<file path="src/rtl/mem_req_arb.sv">
// Single-outstanding arbiter between instruction fetch and load/store onto one 64-bit sram port.
// Handles byte-lane write masks, store data lane shifting and load field extraction with sign extension.
module mem_req_arb #(
  parameter int ADDR_W = 64,
  parameter bit RR_EN  = 1'b0
) (
  input  logic              clk,
  input  logic              rst_n,
  input  logic              if_req_valid,
  output logic              if_req_ready,
  input  logic [ADDR_W-1:0] if_req_addr,
  output logic              if_resp_valid,
  input  logic              if_resp_ready,
  output logic [31:0]       if_resp_data,
  output logic              if_resp_err,
  input  logic              ls_req_valid,
  output logic              ls_req_ready,
  input  logic [ADDR_W-1:0] ls_req_addr,
  input  logic              ls_req_wr,
  input  logic [1:0]        ls_req_size,
  input  logic              ls_req_signed,
  input  logic [63:0]       ls_req_wdata,
  output logic              ls_resp_valid,
  input  logic              ls_resp_ready,
  output logic [63:0]       ls_resp_rdata,
  output logic              ls_resp_err,
  output logic              mem_en,
  output logic [7:0]        mem_we,
  output logic [ADDR_W-1:0] mem_addr,
  output logic [63:0]       mem_wdata,
  input  logic [63:0]       mem_rdata
);

  typedef enum logic [1:0] {IDLE, ISSUE, CAPT, RESP} state_t;

  function automatic logic misaligned(input logic [2:0] off, input logic [1:0] size);
    case (size)
      2'd0:    return 1'b0;
      2'd1:    return off[0];
      2'd2:    return |off[1:0];
      default: return |off;
    endcase
  endfunction

  function automatic logic [7:0] byte_mask(input logic [2:0] off, input logic [1:0] size);
    logic [15:0] m;
    m = (16'd1 << (5'd1 << size)) - 16'd1;
    m = m << off;
    return m[7:0];
  endfunction

  function automatic logic [63:0] extract(input logic [63:0] rd, input logic [2:0] off,
                                          input logic [1:0] size, input logic sgn);
    logic [63:0] f;
    f = rd >> {off, 3'b000};
    case (size)
      2'd0:    return {{56{sgn & f[7]}}, f[7:0]};
      2'd1:    return {{48{sgn & f[15]}}, f[15:0]};
      2'd2:    return {{32{sgn & f[31]}}, f[31:0]};
      default: return f;
    endcase
  endfunction

  state_t            state_q, state_d;
  logic              port_ls_q, port_ls_d;
  logic              last_ls_q, last_ls_d;
  logic [ADDR_W-1:0] addr_q;
  logic [1:0]        size_q;
  logic              wr_q, sgn_q, mis_q;
  logic [63:0]       wdata_q, rdata_q;
  logic              gnt_ls, gnt_if, accept, issue_go;

  // On a tie, round-robin favours the port that did not win last time.
  assign gnt_ls = ls_req_valid && (!if_req_valid || !RR_EN || !last_ls_q);
  assign gnt_if = if_req_valid && !gnt_ls;
  assign accept = (state_q == IDLE) && (gnt_ls || gnt_if);

  assign if_req_ready = (state_q == IDLE) && gnt_if;
  assign ls_req_ready = (state_q == IDLE) && gnt_ls;

  always_comb begin
    state_d   = state_q;
    port_ls_d = port_ls_q;
    last_ls_d = last_ls_q;
    case (state_q)
      IDLE: if (accept) begin
        state_d   = ISSUE;
        port_ls_d = gnt_ls;
        last_ls_d = gnt_ls;
      end
      ISSUE:   state_d = CAPT;
      CAPT:    state_d = RESP;
      RESP:    if (port_ls_q ? ls_resp_ready : if_resp_ready) state_d = IDLE;
      default: state_d = IDLE;
    endcase
  end

  always_ff @(posedge clk) begin
    if (!rst_n) begin
      state_q   <= IDLE;
      port_ls_q <= 1'b0;
      last_ls_q <= 1'b0;
    end else begin
      state_q   <= state_d;
      port_ls_q <= port_ls_d;
      last_ls_q <= last_ls_d;
    end
  end

  // Request latch at acceptance; fetches are treated as unsigned 32-bit loads.
  always_ff @(posedge clk) begin
    if (accept) begin
      if (gnt_ls) begin
        addr_q  <= ls_req_addr;
        size_q  <= ls_req_size;
        wr_q    <= ls_req_wr;
        sgn_q   <= ls_req_signed;
        wdata_q <= ls_req_wdata;
        mis_q   <= misaligned(ls_req_addr[2:0], ls_req_size);
      end else begin
        addr_q  <= if_req_addr;
        size_q  <= 2'd2;
        wr_q    <= 1'b0;
        sgn_q   <= 1'b0;
        wdata_q <= '0;
        mis_q   <= |if_req_addr[1:0];
      end
    end
    // Capture stage: sram rdata is valid the cycle after mem_en.
    if (state_q == CAPT) begin
      rdata_q <= (wr_q || mis_q) ? '0 : extract(mem_rdata, addr_q[2:0], size_q, sgn_q);
    end
  end

  assign issue_go  = (state_q == ISSUE) && !mis_q;
  assign mem_en    = issue_go;
  assign mem_we    = (issue_go && wr_q) ? byte_mask(addr_q[2:0], size_q) : 8'h00;
  assign mem_addr  = (state_q == ISSUE) ? {addr_q[ADDR_W-1:3], 3'b000} : '0;
  assign mem_wdata = (issue_go && wr_q) ? (wdata_q << {addr_q[2:0], 3'b000}) : 64'h0;

  assign if_resp_valid = (state_q == RESP) && !port_ls_q;
  assign ls_resp_valid = (state_q == RESP) && port_ls_q;
  assign if_resp_data  = if_resp_valid ? rdata_q[31:0] : 32'h0;
  assign if_resp_err   = if_resp_valid && mis_q;
  assign ls_resp_rdata = ls_resp_valid ? rdata_q : 64'h0;
  assign ls_resp_err   = ls_resp_valid && mis_q;

endmodule
</file>
<file path="config.mk">
export PLATFORM = sky130hd
export DESIGN_NAME = mem_req_arb
export DESIGN_NICKNAME = d
export VERILOG_FILES = /design/src/rtl/mem_req_arb.sv
export SDC_FILE = /design/constraint.sdc
export NUM_CORES = 1
export LEC_CHECK = 0
export CAP_MARGIN = 20
export CORE_AREA = 4 4 197 199
export DETAILED_ROUTE_END_ITERATION = 6
export DIE_AREA = 0 0 201 203
export MAX_ROUTING_LAYER = met4
export PLACE_DENSITY = 0.67
export SLEW_MARGIN = 25
export SYNTH_ARGS = -nofsm -noshare
export SYNTH_HDL_FRONTEND = slang
export SYNTH_SLANG_ARGS = --single-unit
</file>
<file path="constraint.sdc">
create_clock -name clk -period 5.8 [get_ports clk]
set_input_delay 1.16 -clock clk [delete_from_list [all_inputs] [get_ports clk]]
set_output_delay 1.16 -clock clk [all_outputs]
set_load 0.02 [all_outputs]
</file>
==> results of run 1 <==
## worst max-delay path, cell delays in order, from the launching register on
cell,delay (ps)
dfxtp_1,350
inv_1,100
ha_1,160
buf_4,410
nor2b_1,200
buf_4,150
nand3_1,80
buf_4,240
nor3_2,710
a22o_1,270
clkdlybuf4s50_1,610
## per-stage QoR
stage	cells	util (%)	setup slack, ps	hold slack [ps]	total power, uW
finish	2088	50.87	863.2	588.3	6299
floorplan	1172	-	643.8	526.7	4023
CTS	2083	50.75	824.4	590.0	6330
global route	2088	50.87	676.5	621.0	6617
global placement	2051	49.10	1394	546.2	5047
detailed placement	2051	49.12	1356	562.2	5076
## layer usage
layer	up-vias	share of wire, %
met1	5372	39
li1	5198	-
met4	0	3.0
met2	510	50
met3	77	8.1
met5	-	0
## synthesized netlist by cell type (20+ instances only)
master     number
a21oi_1        37
nand2_1        52
edfxtp_1      197
a41oi_1        22
o22ai_1        20
nor2_1         78
mux2_2        103
and3_1         66
clkbuf_1       61
o2bb2ai_1      21
and2_1        172
mux2i_1       107
buf_2          29
## registers in the layout, summed over array words and instances (netlist names)
name and flops:
size_q 2, state_q 2, port_ls_q 1, rdata_q 64
sgn_q 1, wdata_q 64, wr_q 1, mis_q 1
addr_q 64
## final cells by class
type,count,area share [%]
well taps,474,3.132
repair buffers,524,27.52
clock inverters,14,0.9450
multi-input cells,846,34.33
inverters,8,0.1718
diodes,4,0.05287
clock buffers,18,2.267
flip-flops and latches,200,31.58
## logic make-up after synthesis
group / Yosys count / share of synthesized area, %
buf+inv: 126 / 4.752
mux: 231 / 20.52
compound gates: 176 / 10.11
other cells: 1 / 0.02877
simple gates: 431 / 18.26
flops: 200 / 45.85
fa+ha+maj: 5 / 0.4800
## worst max-delay path by stage
stage | to | slack, ps
4_1_cts | mem_wdata[38] | 820
5_1_grt | mem_wdata[38] | 680
2_1_floorplan | addr_q[0]$_DFFE_PP_ | 640
3_5_place_dp | mem_wdata[38] | 1360
3_3_place_gp | mem_wdata[38] | 1390
6_report | mem_wdata[38] | 860
## power groups by stage
stage | Clock, uW | Sequential (uW) | Combinational (uW)
after floorplan | 0 | 2270 | 1750
after global placement | 0 | 2350 | 2700
after detailed placement | 0 | 2360 | 2720
after CTS | 1270 | 2330 | 2730
after global routing | 1330 | 2370 | 2920
final | 1250 | 2320 | 2720
==> results.txt, run 1 <==
synthesis-to-layout area growth: 45.28%
die area: 40800 um^2
Die Wd: 201 um
maximum clock frequency: 202.6 MHz
busiest grt layer: met2
Final Critical Period: 4937 ps
combinational fraction of design power: 43.2%
Critical Path Fanout Max: 62
post-synthesis sequential area ratio: 45.85%
I/O Pins: 505
Mapped Area: 13030 um^2
RSZ-0062 raised after global routing: no
cts bufs inserted: 17
P_int: 3890 uW
DRT iter0 DRCs: 736
yosys warns: 0
CP endpoint kind: primary output
Worst R2R End: rdata_q[49]$_SDFFCE_PP0P_
EDFF count, synth: 197
Crit path required time: 4640 ps
M1 GR Usage: 26.80%
Synth Instances: 1170
Vias: 11160
R2R depth: 7
routed len/inst: 22.93 um
first-pass GRT wire length: 70.09 mm
CTS sink cnt: 200
total core area: 37220 um^2
synth top area cells: edfxtp_1 (45%), mux2_2 (8.9%), and2_1 (8.3%)
Clock transition at path regs: 80 ps
Seq cells post-synth: 200
Clk pwr share: 19.9%
leak pwr: 0.006940 uW
initial antenna violation count: 4
post-detail-place hpwl: 36.05 mm
H-tree depth: 4
vias in the first global route: 11160
met3 global-route usage: 6.053%
clock root buffer: clkbuf_16
syn_area_per_cell: 11.14 um^2
# port buffers: 501
VDD IR max: 0.2305 mV
final instance area: 18930 um^2
WS Path Type: flip-flop to primary output
CP arrival: 3780 ps
multi-input combinational cell area: 6500 um^2
global-route track usage on met2: 39.10%
crit share post-route: 85.12%
first-pass iteration count of the detailed router: 5
Switching Fraction: 38.24%
CTS max path bufs: 2
Final setup viols: 0
final net count: 1868
cts repair resizes: 0
placer congestion estimate: 0.9293
FP Rows: 71
die height: 203 um
Fin. Hold Viols: 0
Async SR Flop Fraction: 0%
outcome: finished clean
commonest non-fill, non-tap cell in the layout: clkdlybuf4s50_1
Vias/cell: 5.343
slew margin rel.: 32.60%
Final Max Slew Viols: 0
Hold Path Sink: state_q[1]$_SDFFE_PN0P_
P per Cell Area: 332.7 nW/um^2
Final ANT Viol Nets: 0
Net Sw Power: 2409 uW
Register Area: 5979 um^2
layout cell share with drive strength beyond 1: 12.73%
postcts setup bufs: 0
Top FF cell, synth: edfxtp_1
Yosys top cell area share: 45.39%
latest clock arrival within the worst-skew pair: 460 ps
fillers: 3361
Critical R2R Launch: addr_q[1]$_DFFE_PP_
Setup TNS Final: 0 ps
Critical path origin: state_q[1]$_SDFFE_PN0P_
CTS tree: done
pin count of the biggest net entering global routing: 85
CTS Hold Bufs: 0
hold depth: 2
register share of total power: 36.9%
synth unique cells: 57
Post-route DRC: 0
initial core utilization: 35.01%
slew of the pin with the lowest slew margin: 1006 ps
largest area contributor in the netlist: edfxtp_1
final WL: 47.88 mm
reg-to-reg setup timing slack: 1900 ps
min-delay src: state_q[1]$_SDFFE_PN0P_
most frequent cells in the layout: clkdlybuf4s50_1 (500), edfxtp_1 (197), and2_1 (172)
grt total ovfl: 0
startpoint types: flip-flop
max cap viols: 0
Worst Skew: 13.11 ps
Total GRT Usage: 23.08%
Post-DP Area: 18280 um^2
worst hold path type: flip-flop to flip-flop
No activity file was read; power rests on OpenSTA's default activity.
==> run 2, diff against run 1 <==
--- a/config.mk
+++ b/config.mk
@@ -5,12 +5,15 @@
 export SDC_FILE = /design/constraint.sdc
 export NUM_CORES = 1
 export LEC_CHECK = 0
+export ABC_CLOCK_PERIOD_IN_PS = 5800
 export CAP_MARGIN = 20
 export CORE_AREA = 4 4 197 199
 export DETAILED_ROUTE_END_ITERATION = 6
 export DIE_AREA = 0 0 201 203
+export GPL_TIMING_DRIVEN = 1
 export MAX_ROUTING_LAYER = met4
 export PLACE_DENSITY = 0.67
+export SKIP_LAST_GASP = 1
 export SLEW_MARGIN = 25
 export SYNTH_ARGS = -nofsm -noshare
 export SYNTH_HDL_FRONTEND = slang
==> results of run 2 <==
No change in the layout: final DEF, timing and power equal those of run 1.
